$ cat src/rtl/ms_uart_wb_master.sv
// UART-to-Wishbone debug bridge: parses 'W'/'R' frames from a UART RX FIFO, runs one
// 32-bit Wishbone access and streams the response ('K', read data or 'E') into the TX FIFO.
module ms_uart_wb_master #(
  parameter int unsigned BUS_TO  = 255,
  parameter int unsigned BYTE_TO = 1000000
) (
  input  logic        clk_i,
  input  logic        rst_i,
  input  logic        rx_empty,
  input  logic [7:0]  rx_rdata,
  output logic        rx_rd,
  input  logic        tx_full,
  output logic [7:0]  tx_wdata,
  output logic        tx_wr,
  output logic [31:0] adr_o,
  output logic [31:0] dat_o,
  input  logic [31:0] dat_i,
  output logic [3:0]  sel_o,
  output logic        cyc_o,
  output logic        stb_o,
  output logic        we_o,
  input  logic        ack_i,
  output logic        busy
);
  typedef enum logic [2:0] {
    IDLE = 3'd0,
    ADDR = 3'd1,
    DATA = 3'd2,
    BUS  = 3'd3,
    RESP = 3'd4
  } state_t;

  localparam logic [7:0]  CMD_WRITE = 8'h57;
  localparam logic [7:0]  CMD_READ  = 8'h52;
  localparam logic [7:0]  RSP_OK    = 8'h4B;
  localparam logic [7:0]  RSP_ERR   = 8'h45;
  // Counters start at 0, so expiry is one below the configured cycle count.
  localparam logic [15:0] BUS_LAST  = 16'(BUS_TO - 32'd1);
  localparam logic [23:0] BYTE_LAST = 24'(BYTE_TO - 32'd1);

  state_t      state_r, state_s;
  logic        we_r;
  logic        cyc_r;
  logic        we_bus_r;
  logic [31:0] adr_r;
  logic [31:0] dat_r;
  logic [31:0] resp_r;
  logic [1:0]  byte_cnt_r;
  logic [23:0] gap_cnt_r;
  logic [15:0] bus_cnt_r;
  logic [2:0]  resp_left_r;
  logic        last_byte_s;
  logic        gap_expired_s;
  logic        bus_expired_s;
  logic        last_resp_s;

  assign last_byte_s   = (byte_cnt_r == 2'd3);
  assign gap_expired_s = (gap_cnt_r == BYTE_LAST) && !rx_rd;
  assign bus_expired_s = (bus_cnt_r == BUS_LAST);
  assign last_resp_s   = (resp_left_r == 3'd1);

  assign adr_o    = adr_r;
  assign dat_o    = dat_r;
  assign cyc_o    = cyc_r;
  assign stb_o    = cyc_r;
  assign we_o     = we_bus_r;
  assign sel_o    = 4'hF;
  assign tx_wdata = resp_r[31:24];
  assign busy     = (state_r != IDLE);

  // State register.
  always_ff @(posedge clk_i) begin
    if (rst_i) begin
      state_r <= IDLE;
    end else begin
      state_r <= state_s;
    end
  end

  // Next-state decode.
  always_comb begin
    state_s = state_r;
    case (state_r)
      IDLE: begin
        if (rx_rd && (rx_rdata == CMD_WRITE || rx_rdata == CMD_READ)) state_s = ADDR;
        else state_s = IDLE;
      end
      ADDR: begin
        if (rx_rd && last_byte_s) state_s = we_r ? DATA : BUS;
        else if (gap_expired_s) state_s = IDLE;
        else state_s = ADDR;
      end
      DATA: begin
        if (rx_rd && last_byte_s) state_s = BUS;
        else if (gap_expired_s) state_s = IDLE;
        else state_s = DATA;
      end
      BUS: begin
        if (ack_i || bus_expired_s) state_s = RESP;
        else state_s = BUS;
      end
      RESP: begin
        if (tx_wr && last_resp_s) state_s = IDLE;
        else state_s = RESP;
      end
      default: state_s = IDLE;
    endcase
  end

  // FIFO handshakes; both are held off while reset is asserted.
  always_comb begin
    rx_rd = 1'b0;
    tx_wr = 1'b0;
    case (state_r)
      IDLE, ADDR, DATA: rx_rd = !rst_i && !rx_empty;
      RESP:             tx_wr = !rst_i && !tx_full;
      default: begin
        rx_rd = 1'b0;
        tx_wr = 1'b0;
      end
    endcase
  end

  // Frame capture, bus cycle and response shift register.
  always_ff @(posedge clk_i) begin
    if (rst_i) begin
      we_r        <= 1'b0;
      cyc_r       <= 1'b0;
      we_bus_r    <= 1'b0;
      adr_r       <= 32'd0;
      dat_r       <= 32'd0;
      resp_r      <= 32'd0;
      byte_cnt_r  <= 2'd0;
      gap_cnt_r   <= 24'd0;
      bus_cnt_r   <= 16'd0;
      resp_left_r <= 3'd0;
    end else begin
      case (state_r)
        IDLE: begin
          byte_cnt_r <= 2'd0;
          gap_cnt_r  <= 24'd0;
          if (rx_rd && rx_rdata == CMD_WRITE) we_r <= 1'b1;
          else if (rx_rd && rx_rdata == CMD_READ) we_r <= 1'b0;
        end
        ADDR, DATA: begin
          if (rx_rd) begin
            if (state_r == ADDR) adr_r <= {adr_r[23:0], rx_rdata};
            else dat_r <= {dat_r[23:0], rx_rdata};
            byte_cnt_r <= byte_cnt_r + 2'd1;
            gap_cnt_r  <= 24'd0;
            // Final byte of the frame launches the bus cycle on this same edge.
            if (last_byte_s && (state_r == DATA || !we_r)) begin
              cyc_r     <= 1'b1;
              we_bus_r  <= we_r;
              bus_cnt_r <= 16'd0;
            end
          end else begin
            gap_cnt_r <= gap_cnt_r + 24'd1;
          end
        end
        BUS: begin
          if (ack_i) begin
            cyc_r    <= 1'b0;
            we_bus_r <= 1'b0;
            if (we_bus_r) begin
              resp_r      <= {RSP_OK, 24'd0};
              resp_left_r <= 3'd1;
            end else begin
              resp_r      <= dat_i;
              resp_left_r <= 3'd4;
            end
          end else if (bus_expired_s) begin
            cyc_r       <= 1'b0;
            we_bus_r    <= 1'b0;
            resp_r      <= {RSP_ERR, 24'd0};
            resp_left_r <= 3'd1;
          end else begin
            bus_cnt_r <= bus_cnt_r + 16'd1;
          end
        end
        RESP: begin
          if (tx_wr) begin
            resp_r      <= {resp_r[23:0], 8'd0};
            resp_left_r <= resp_left_r - 3'd1;
          end
        end
        default: begin
          cyc_r    <= 1'b0;
          we_bus_r <= 1'b0;
        end
      endcase
    end
  end
endmodule

$ cat config.mk
export PLATFORM = sky130hd
export DESIGN_NAME = ms_uart_wb_master
export DESIGN_NICKNAME = d
export VERILOG_FILES = /design/src/rtl/ms_uart_wb_master.sv
export SDC_FILE = /design/constraint.sdc
export NUM_CORES = 1
export LEC_CHECK = 0
export ABC_CLOCK_PERIOD_IN_PS = 2500
export BUFFER_PORTS_ARGS = -buffer_cell sky130_fd_sc_hd__buf_2
export CAP_MARGIN = 0
export CORE_ASPECT_RATIO = 1.1
export CORE_MARGIN = 3
export CORE_UTILIZATION = 36
export CTS_BUF_LIST = sky130_fd_sc_hd__clkbuf_16
export DETAILED_ROUTE_END_ITERATION = 6
export GPL_TIMING_DRIVEN = 1
export SYNTH_ARGS = -nofsm -noshare
export SYNTH_HDL_FRONTEND = slang
export SYNTH_SLANG_ARGS = --single-unit
$ cat constraint.sdc
create_clock -name clk_i -period 2.5 [get_ports clk_i]
set_input_delay 0.5 -clock clk_i [delete_from_list [all_inputs] [get_ports clk_i]]
set_output_delay 0.5 -clock clk_i [all_outputs]
set_load 0.05 [all_outputs]
### Word-level counts from Yosys, hierarchy flattened

Index checks and enable logic that the tools add are counted.

| cells by class | value |
|---|---|
| add/subtract/negate cells | 4 |
| eq/ne operators | 16 |
| muxes and demuxes | 40 |
| bitwise gates (word level) | 2 |
| reductions and logical operators | 33 |

Operator list:

| kind | number |
|---|---|
| two-way mux 32 bit | 4 |
| two-way mux 16 bit | 4 |
| case mux 32 bit (2 select lines) | 1 |
| case mux 24 bit (2 select lines) | 1 |
| case mux 16 bit (2 select lines) | 1 |
| adder 24 x 1 -> 24 bit (second input constant) | 1 |
| == test 24 x 20 -> 1 bit (second input constant) | 1 |
| two-way mux 24 bit | 1 |
| two-way mux 3 bit | 6 |
| adder 16 x 1 -> 16 bit (second input constant) | 1 |
| == test 16 x 8 -> 1 bit (second input constant) | 1 |
| == test 8 x 7 -> 1 bit (second input constant) | 2 |
| case mux 3 bit (5 select lines) | 1 |
| two-way mux 1 bit | 13 |
| inequality test 2 bit (second input constant) | 5 |
| logical AND 1 bit | 9 |
| AND reduction 3 bit | 3 |
| two-way mux 2 bit | 4 |
| nonzero test 2 bit | 4 |
| == test 3 x 1 -> 1 bit (second input constant) | 2 |
| == test 3 x 2 -> 1 bit (second input constant) | 2 |
| case mux 1 bit (3 select lines) | 2 |
| case mux 3 bit (2 select lines) | 1 |
| zero test 1 bit | 5 |
| 15 further kinds | 20 |

| storage, ports and cells | value |
|---|---|
| register bits after elaboration | 147 |
| bits of input ports | 45 |
| logic and storage cells | 106 |

### Longest topological paths before layout

Gate-level depths: netlist of the first run.

| depth | value |
|---|---|
| word-level depth | 8 |
| depth in mapped cells | 8 |
| gate-level depth less buffers | 7 |

### Least setup slack after synthesis of the first run

No wires, ideal clock.

| timing | value |
|---|---|
| kind | input -> register |
| from | input rst_i |
| to | register state_r[1] |
| setup time | 0.074 ns |
| arrival time | 2.490 ns |
| required time | 2.426 ns |
| slack | -0.065 ns |
| cell stages on the path | 6 |
| buffers on the path | 1 |
| cells stage by stage | buf_2 > nor3_1 > a21boi_0 > nand4b_1 > nand2_1 > a31oi_1 |

| between the ends | value |
|---|---|
| longest elaborated chain between the ends | 8 |
| elaborated cells on any way between the ends | 10 |
| classes of those cells | mux: 5; reduce/logical: 5 |

Ends and longest elaborated chain:

| item | RTL line | RTL |
|---|---|---|
| start: declaration | 8 | `input logic rst_i,` |
| zero test 1 bit (*) | 115 | `IDLE, ADDR, DATA: rx_rd = !rst_i && !rx_empty;` |
| logical AND 1 bit (*) | 115 |  |
| two-way mux 1 bit (*) | 114 | `case (state_r)` |
| net rx_rd | 11 | `output logic rx_rd,` |
| zero test 1 bit | 58 | `assign gap_expired_s = (gap_cnt_r == BYTE_LAST) && !rx_rd;` |
| logical AND 1 bit | 58 |  |
| two-way mux 2 bit | 95 | `else if (gap_expired_s) state_s = IDLE;` |
| two-way mux 2 bit | 94 | `if (rx_rd && last_byte_s) state_s = BUS;` |
| case mux 3 bit (5 select lines) (*) | 83 | `case (state_r)` |
| end signal: assignment | 76 | `state_r <= state_s;` |
| end: declaration | 41 | `state_t state_r, state_s;` |

Mark *: on every way through the listed nets, which the timed path passes. The rest lies on a longest branch.
A chain may end at the register's enable or synchronous reset.

### Final worst setup path of the first run

| timing | value |
|---|---|
| from | register state_r[1] |
| to | output tx_wr |

| between the ends | value |
|---|---|
| longest elaborated chain between the ends | 2 |

Ends and longest elaborated chain:

| item | RTL line | RTL |
|---|---|---|
| == test 3 bit | 114 |  |
| two-way mux 1 bit | 114 |  |
| end: declaration | 14 | `output logic tx_wr,` |

No other way between the ends.

==> results.sh, run 1 <==
export IMPL_vias=5968
export IMPL_area_growth_pct=21.5
export IMPL_p_int_mw=4.05
export IMPL_synthDistinctLibCells=63
export IMPL_worst_hold_path_num_cells=3
export IMPL_worstSkewPairLatency_ns=0.42
export IMPL_p_leak_nw=3.36
export IMPL_die_width_um=135
export IMPL_drtIter0Drc=399
export IMPL_hold_path_end="dat_o[1]"
export IMPL_period_share_pct=91.4
export IMPL_drive_gt1_share_pct=21.3
export IMPL_final_common_cell="nand2_1"
export IMPL_synth_area_top_cells="dfxtp_1, nand2_1, nand3_1"
export IMPL_critPathRequiredTime_ns=2.00
export IMPL_grt_overflow_total=0
export IMPL_core_sq_um=17700
export IMPL_ioPinCount=127
export IMPL_cts_tree="yes"
export IMPL_cts_sinks=147
export IMPL_grt_pass1_wl_um=26400
export IMPL_p_sw_mw=1.09
export IMPL_holdWs_ns=0.313
export IMPL_cp_end_kind="output port"
export IMPL_setup_viol=0
export IMPL_h_tree_depth=4
export IMPL_fin_util_pct=44.8
export IMPL_power_frac_seq_pct=45.6
export IMPL_routedWlPerCell_um=13.9
export IMPL_synth_top_flop_cell="dfxtp_1"
export IMPL_p_sw_share_pct=21.2
export IMPL_drc=0
export IMPL_die_area_sq_um=19800
export IMPL_worstMarginPinSlew_ns=0.986
export IMPL_mappedNetlistArea_sq_um=6540
export IMPL_rsz0062_at_grt="no"
export IMPL_clk_root_buffer_cell="clkbuf_16"
export IMPL_antenna_found_initial=0
export IMPL_clkPwrFrac_pct=51.6
export IMPL_fmax_ghz=0.438
export IMPL_netlist_instances=804
export IMPL_synth_top_family_by_area="simple AND/OR/NAND/NOR gates"
export IMPL_rows=51
export IMPL_synth_top_area_cell="dfxtp_1"
export IMPL_tns_ns=0
export IMPL_synth_async_reset_ratio_pct=0
export IMPL_hp_start="rx_rdata[1]"
export IMPL_fin_skew_ns=0.0110
export IMPL_vias_per_cell=5.17
export IMPL_min_period_ns=2.29
export IMPL_finalHoldViolations=0
export IMPL_muxShareOfSynthArea_pct=0.497
export IMPL_maxSlewViolCount=0
export IMPL_critPathSlowestCell="dfxtp_1"
export IMPL_synth_top_cell_area_share_pct=45.0
export IMPL_worstHoldPathType="in2reg"
export IMPL_path_buf_inv=2
export IMPL_crit_path_max_incr_delay_ns=0.38
export IMPL_syn_avg_cell_area_sq_um=8.14
export IMPL_relSlewSlack_pct=34.3
export IMPL_clockBufferDepth=2
export IMPL_critPathTopFamily="simple AND/OR/NAND/NOR gates"
export IMPL_cts_made_buffers=17
export IMPL_synth_edf_count=0
export IMPL_path_class="reg2out"
export IMPL_ys_seq_area_share_pct=45.0
export IMPL_fill_cells=1841
export IMPL_combPwrFrac_pct=2.7
export IMPL_r2r_end="resp_r[16]"
export IMPL_port_buffers=122
export IMPL_total_power_mw=5.13
export IMPL_synthAdderAreaFrac_pct=1.15
export IMPL_postCtsSetupBuffers=0
export IMPL_peakVddDrop_uv=488
export IMPL_cap_violations=0
export IMPL_place_gp_congestion=0.819
export IMPL_grtUsageTotal_pct=16.0
export IMPL_antenna_cells=0
export IMPL_cts_resized=0
export IMPL_ff2ff_path_depth=5
export IMPL_final_cell_mix="nand2_1, dfxtp_1, buf_2, nand3_1, nor2_1"
export IMPL_ant_nets=0
export IMPL_drtPass1Iterations=4
export IMPL_grt_max_degree=74
export IMPL_hpwlAfterDp_um=11000
export IMPL_synth_compound_area_share_pct=13.5
export IMPL_path_clk_slew_ns=0.05
export IMPL_grt_pass1_vias=5358
export IMPL_cts_hold_buf=0
export IMPL_crit_chain="nor2_2 -> nand2_1 -> buf_4 -> nor3_1 -> buf_2"
export IMPL_fp_dieH_um=147
export IMPL_nets=957
export IMPL_r2r_setup_slack_ns=0.50
export IMPL_worstPathMaxFanout=8
export IMPL_cp_start_kind="flip-flop"
export IMPL_rr_startpoint="state_r[1]"
export IMPL_start_util_pct=36.9
export IMPL_worstPathArrival_ns=1.79
export IMPL_synthXorXnorAreaFrac_pct=2.95
export IMPL_synth_warnings=0
export IMPL_synth_seq_cells=147
export IMPL_run_status="completed"
export IMPL_power_density_nw_per_um2=646
export IMPL_synthSimpleGateAreaFrac_pct=31.2
export IMPL_finalWirelength_um=16100
how the worst max path moves through the flow:
stage / startpoint / to / slack, ns / depth (start not counted)
4_1_cts: state_r[1] / tx_wr / 0.10 / 5
2_1_floorplan: rst_i / tx_wr / 0.02 / 3
6_report: state_r[1] / tx_wr / 0.21 / 5
3_3_place_gp: rst_i / rx_rd / 0.43 / 4
3_5_place_dp: rst_i / rx_rd / 0.39 / 4
5_1_grt: state_r[1] / tx_wr / 0.08 / 5
Yosys cell counts, types with 5 or more instances:
library cell  instances
nand2_1             182
dfxtp_1             147
nand3_1              90
nor2_1               61
a21oi_1              32
nor3_1               27
clkbuf_1             24
a221oi_1             19
buf_4                18
buf_2                17
xnor2_1              15
a31oi_1              13
nand4_1              12
o21ai_0              12
o211ai_1             11
and3_1               10
inv_1                 9
nor4_1                7
xor2_1                7
ha_1                  6
or3_1                 6
and2_1                5
buf_1                 5
nand3b_1              5
flip-flops by register name (all words and copies together) (netlist names), 2 cells and up:
register,count
state_r,3
resp_left_r,3
adr_o,32
dat_o,32
resp_r,32
bus_cnt_r,16
gap_cnt_r,24
byte_cnt_r,2
cell families (layout without fill, tap and decap cells):
family / after synthesis / count (layout)
AO/OA/AOI/OAI: 118 / 118
XOR/XNOR: 22 / 22
adder cells (fa/ha/maj): 6 / 6
buffers and inverters: 74 / 184
flip-flops: 147 / 147
multiplexers: 3 / 3
other: 1 / 4
AND/OR/NAND/NOR: 433 / 433
area by class of cell:
cell class | count | area (sq um) | area share [%]
Multi-Input combinational cell | 586 | 3240 | 40.8
Sequential cell | 147 | 2940 | 37.0
Timing Repair Buffer | 145 | 821 | 10.3
Clock buffer | 17 | 425 | 5.35
Tap cell | 238 | 298 | 3.75
Clock inverter | 13 | 184 | 2.31
Inverter | 9 | 33.8 | 0.425
routing by layer:
| metal | share of wire, % | wire length [um] | track usage (%) |
|---|---|---|---|
| met1 | 49 | 7820 | 22.6 |
| met2 | 45 | 7320 | 24.7 |
| met3 | 5.1 | 820 | 3.91 |
| met4 | 0.89 | 144 | 4.33 |
| met5 | 0 | 0 | 0 |
worst min-delay path, stage by stage:
cell     delay, ns
buf_2         0.10
nand2_1       0.05
nand2_1       0.04
through the flow:
stage          cell area [sq um]  instances  setup WS [ns]
4_1_cts                     7950       1155          0.104
3_5_place_dp                7340       1125          0.391
6_report                    7950       1155          0.214
2_1_floorplan               6550        807         0.0239
5_1_grt                     7950       1155         0.0809
3_3_place_gp                7340       1125          0.431
power groups by stage:
stage	Sequential [mW]	Clock [mW]	Combinational (mW)
after CTS	2.34	2.71	0.140
after floorplan	2.39	0	0.0737
after global placement	2.39	0	0.141
after global routing	2.34	2.80	0.151
final	2.34	2.65	0.140
after detailed placement	2.39	0	0.140
No activity file was read; power rests on OpenSTA's default activity.
==> run 2, diff against run 1 <==
- CORE_UTILIZATION: 36 -> 45
- GPL_ROUTABILITY_DRIVEN: unset -> 1
- PLACE_DENSITY: unset -> 0.67
==> results.sh, run 2 (synthesized netlist as in run 1, its figures left out) <==
export IMPL_drc=0
export IMPL_ff2ff_path_depth=6
export IMPL_ioPinCount=127
export IMPL_stdcell_area_sq_um=7910
export IMPL_grt_pass1_wl_um=25400
export IMPL_fin_skew_ns=0.00950
export IMPL_worstPathArrival_ns=1.82
export IMPL_final_common_cell="nand2_1"
export IMPL_clkPwrFrac_pct=53.0
export IMPL_highest_layer="met5"
export IMPL_finalWirelength_um=15400
export IMPL_rr_startpoint="state_r[1]"
export IMPL_grt_max_degree=67
export IMPL_total_power_mw=5.27
export IMPL_worstHoldPathType="in2reg"
export IMPL_finalHoldViolations=0
export IMPL_critPathSlowestCell="dfxtp_1"
export IMPL_area_growth_pct=20.9
export IMPL_place_gp_congestion=0.786
export IMPL_hp_start="rx_rdata[6]"
export IMPL_p_sw_mw=1.11
export IMPL_port_buffers=122
export IMPL_peakVddDrop_uv=426
export IMPL_core_sq_um=14000
export IMPL_crit_path_max_incr_delay_ns=0.50
export IMPL_cp_end_kind="output port"
export IMPL_fp_dieH_um=132
export IMPL_rsz0062_at_grt="no"
export IMPL_hpwlAfterDp_um=10400
export IMPL_antenna_found_initial=1
export IMPL_vias=5916
export IMPL_die_area_sq_um=16000
export IMPL_cts_made_buffers=17
export IMPL_drtPass1Iterations=5
export IMPL_start_util_pct=46.7
export IMPL_r2r_end="resp_left_r[1]"
export IMPL_tns_ns=0
export IMPL_period_share_pct=92.7
export IMPL_dpl_worst_slack_ns=0.413
export IMPL_place_area_sq_um=7250
export IMPL_antenna_cells=0
export IMPL_final_cell_mix="nand2_1, dfxtp_1, buf_2, nand3_1, nor2_1"
export IMPL_hold_path_end="dat_o[6]"
export IMPL_fmax_ghz=0.431
export IMPL_h_tree_depth=4
export IMPL_min_period_ns=2.32
export IMPL_drive_gt1_share_pct=21.4
export IMPL_worst_hold_path_num_cells=3
export IMPL_worstMarginPinSlew_ns=0.645
export IMPL_path_buf_inv=1
export IMPL_grt_overflow_total=0
export IMPL_nets=956
export IMPL_cts_sinks=147
export IMPL_power_frac_seq_pct=44.4
export IMPL_clk_root_buffer_cell="clkbuf_16"
export IMPL_run_status="completed"
export IMPL_fin_util_pct=56.4
export IMPL_ant_nets=0
export IMPL_power_density_nw_per_um2=667
export IMPL_crit_chain="nor2_2 -> nand2_1 -> nor3_1 -> buf_2"
export IMPL_grt_pass1_vias=5298
export IMPL_critPathTopFamily="simple AND/OR/NAND/NOR gates"
export IMPL_setup_viol=0
export IMPL_p_sw_share_pct=21.0
export IMPL_grtUsageTotal_pct=19.2
export IMPL_path_class="reg2out"
export IMPL_cts_tree="yes"
export IMPL_wl_met1_um=7270
export IMPL_setup_slack_ns=0.182
export IMPL_clockBufferDepth=2
export IMPL_die_width_um=121
export IMPL_worstSkewPairLatency_ns=0.42
export IMPL_p_leak_nw=3.37
export IMPL_r2r_setup_slack_ns=0.35
export IMPL_worstPathMaxFanout=17
export IMPL_wl_met3_um=1020
export IMPL_maxSlewViolCount=0
export IMPL_met2_length_um=6910
export IMPL_cp_start_kind="flip-flop"
export IMPL_cap_violations=0
export IMPL_p_int_mw=4.17
export IMPL_critPathRequiredTime_ns=2.00
export IMPL_drtIter0Drc=398
export IMPL_fill_cells=1328
export IMPL_routedWlPerCell_um=13.9
export IMPL_vias_per_cell=5.35
export IMPL_path_clk_slew_ns=0.06
export IMPL_combPwrFrac_pct=2.6
export IMPL_rows=45
export IMPL_relSlewSlack_pct=56.6
==> run 2: cell types whose count changed in the layout (fill, tap and decap cells not counted) <==
cell        previous run  this run
and2_0                 0         1
inv_6                  3         4
bufinv_16              4         5
clkinv_4               1         3
and2_1                 6         5
clkinvlp_4             2         1
buf_12                 3         2
clkinv_2               2         1
==> run 2: cell type report <==
type,count,area (sq um),share of cell area (%)
Clock inverter,15,228,2.88
Timing Repair Buffer,144,801,10.1
Multi-Input combinational cell,586,3240,41.0
Clock buffer,17,425,5.38
Sequential cell,147,2940,37.2
Tap cell,188,235,2.97
Inverter,9,33.8,0.427
==> run 2: worst reg2reg max path: stages (launching register included) <==
cell	delay, ns
dfxtp_1	0.70
and3b_1	0.30
nand4_1	0.14
o21a_1	0.20
buf_4	0.23
or3_1	0.35
a21oi_1	0.16
==> run 2: per-stage QoR <==
step	cells	hold slack, ns
6_report	1106	0.302
5_1_grt	1106	0.299
4_1_cts	1106	0.279
3_5_place_dp	1074	0.443
3_3_place_gp	1074	0.437
2_1_floorplan	807	0.432
==> run 2: worst max-delay path by stage <==
stage / slack, ns / to / depth (start not counted) / from
floorplan: 0.02 / tx_wr / 3 / rst_i
global placement: 0.44 / rx_rd / 4 / rst_i
detailed placement: 0.41 / rx_rd / 4 / rst_i
CTS: 0.13 / tx_wr / 4 / state_r[1]
global route: 0.05 / tx_wr / 4 / state_r[1]
finish: 0.18 / tx_wr / 4 / state_r[1]
==> run 2: power groups by stage <==
stage	Clock, mW	Combinational (mW)	Sequential, mW
floorplan	0	0.0737	2.39
global placement	0	0.140	2.39
detailed placement	0	0.139	2.39
CTS	2.84	0.139	2.34
global route	2.94	0.151	2.34
finish	2.79	0.138	2.34
==> run 2: per-layer routing <==
metal	up-vias	global-route usage, %
li1	3006	-
met1	2725	27.0
met2	162	28.3
met3	21	5.56
met4	2	6.23
met5	-	0
==> run 2: repair_timing <==
item	in CTS	in global routing
gates resized for setup	0	1
hold buffers	0	0
setup endpoints to repair	0	1
buffers inserted	0	0
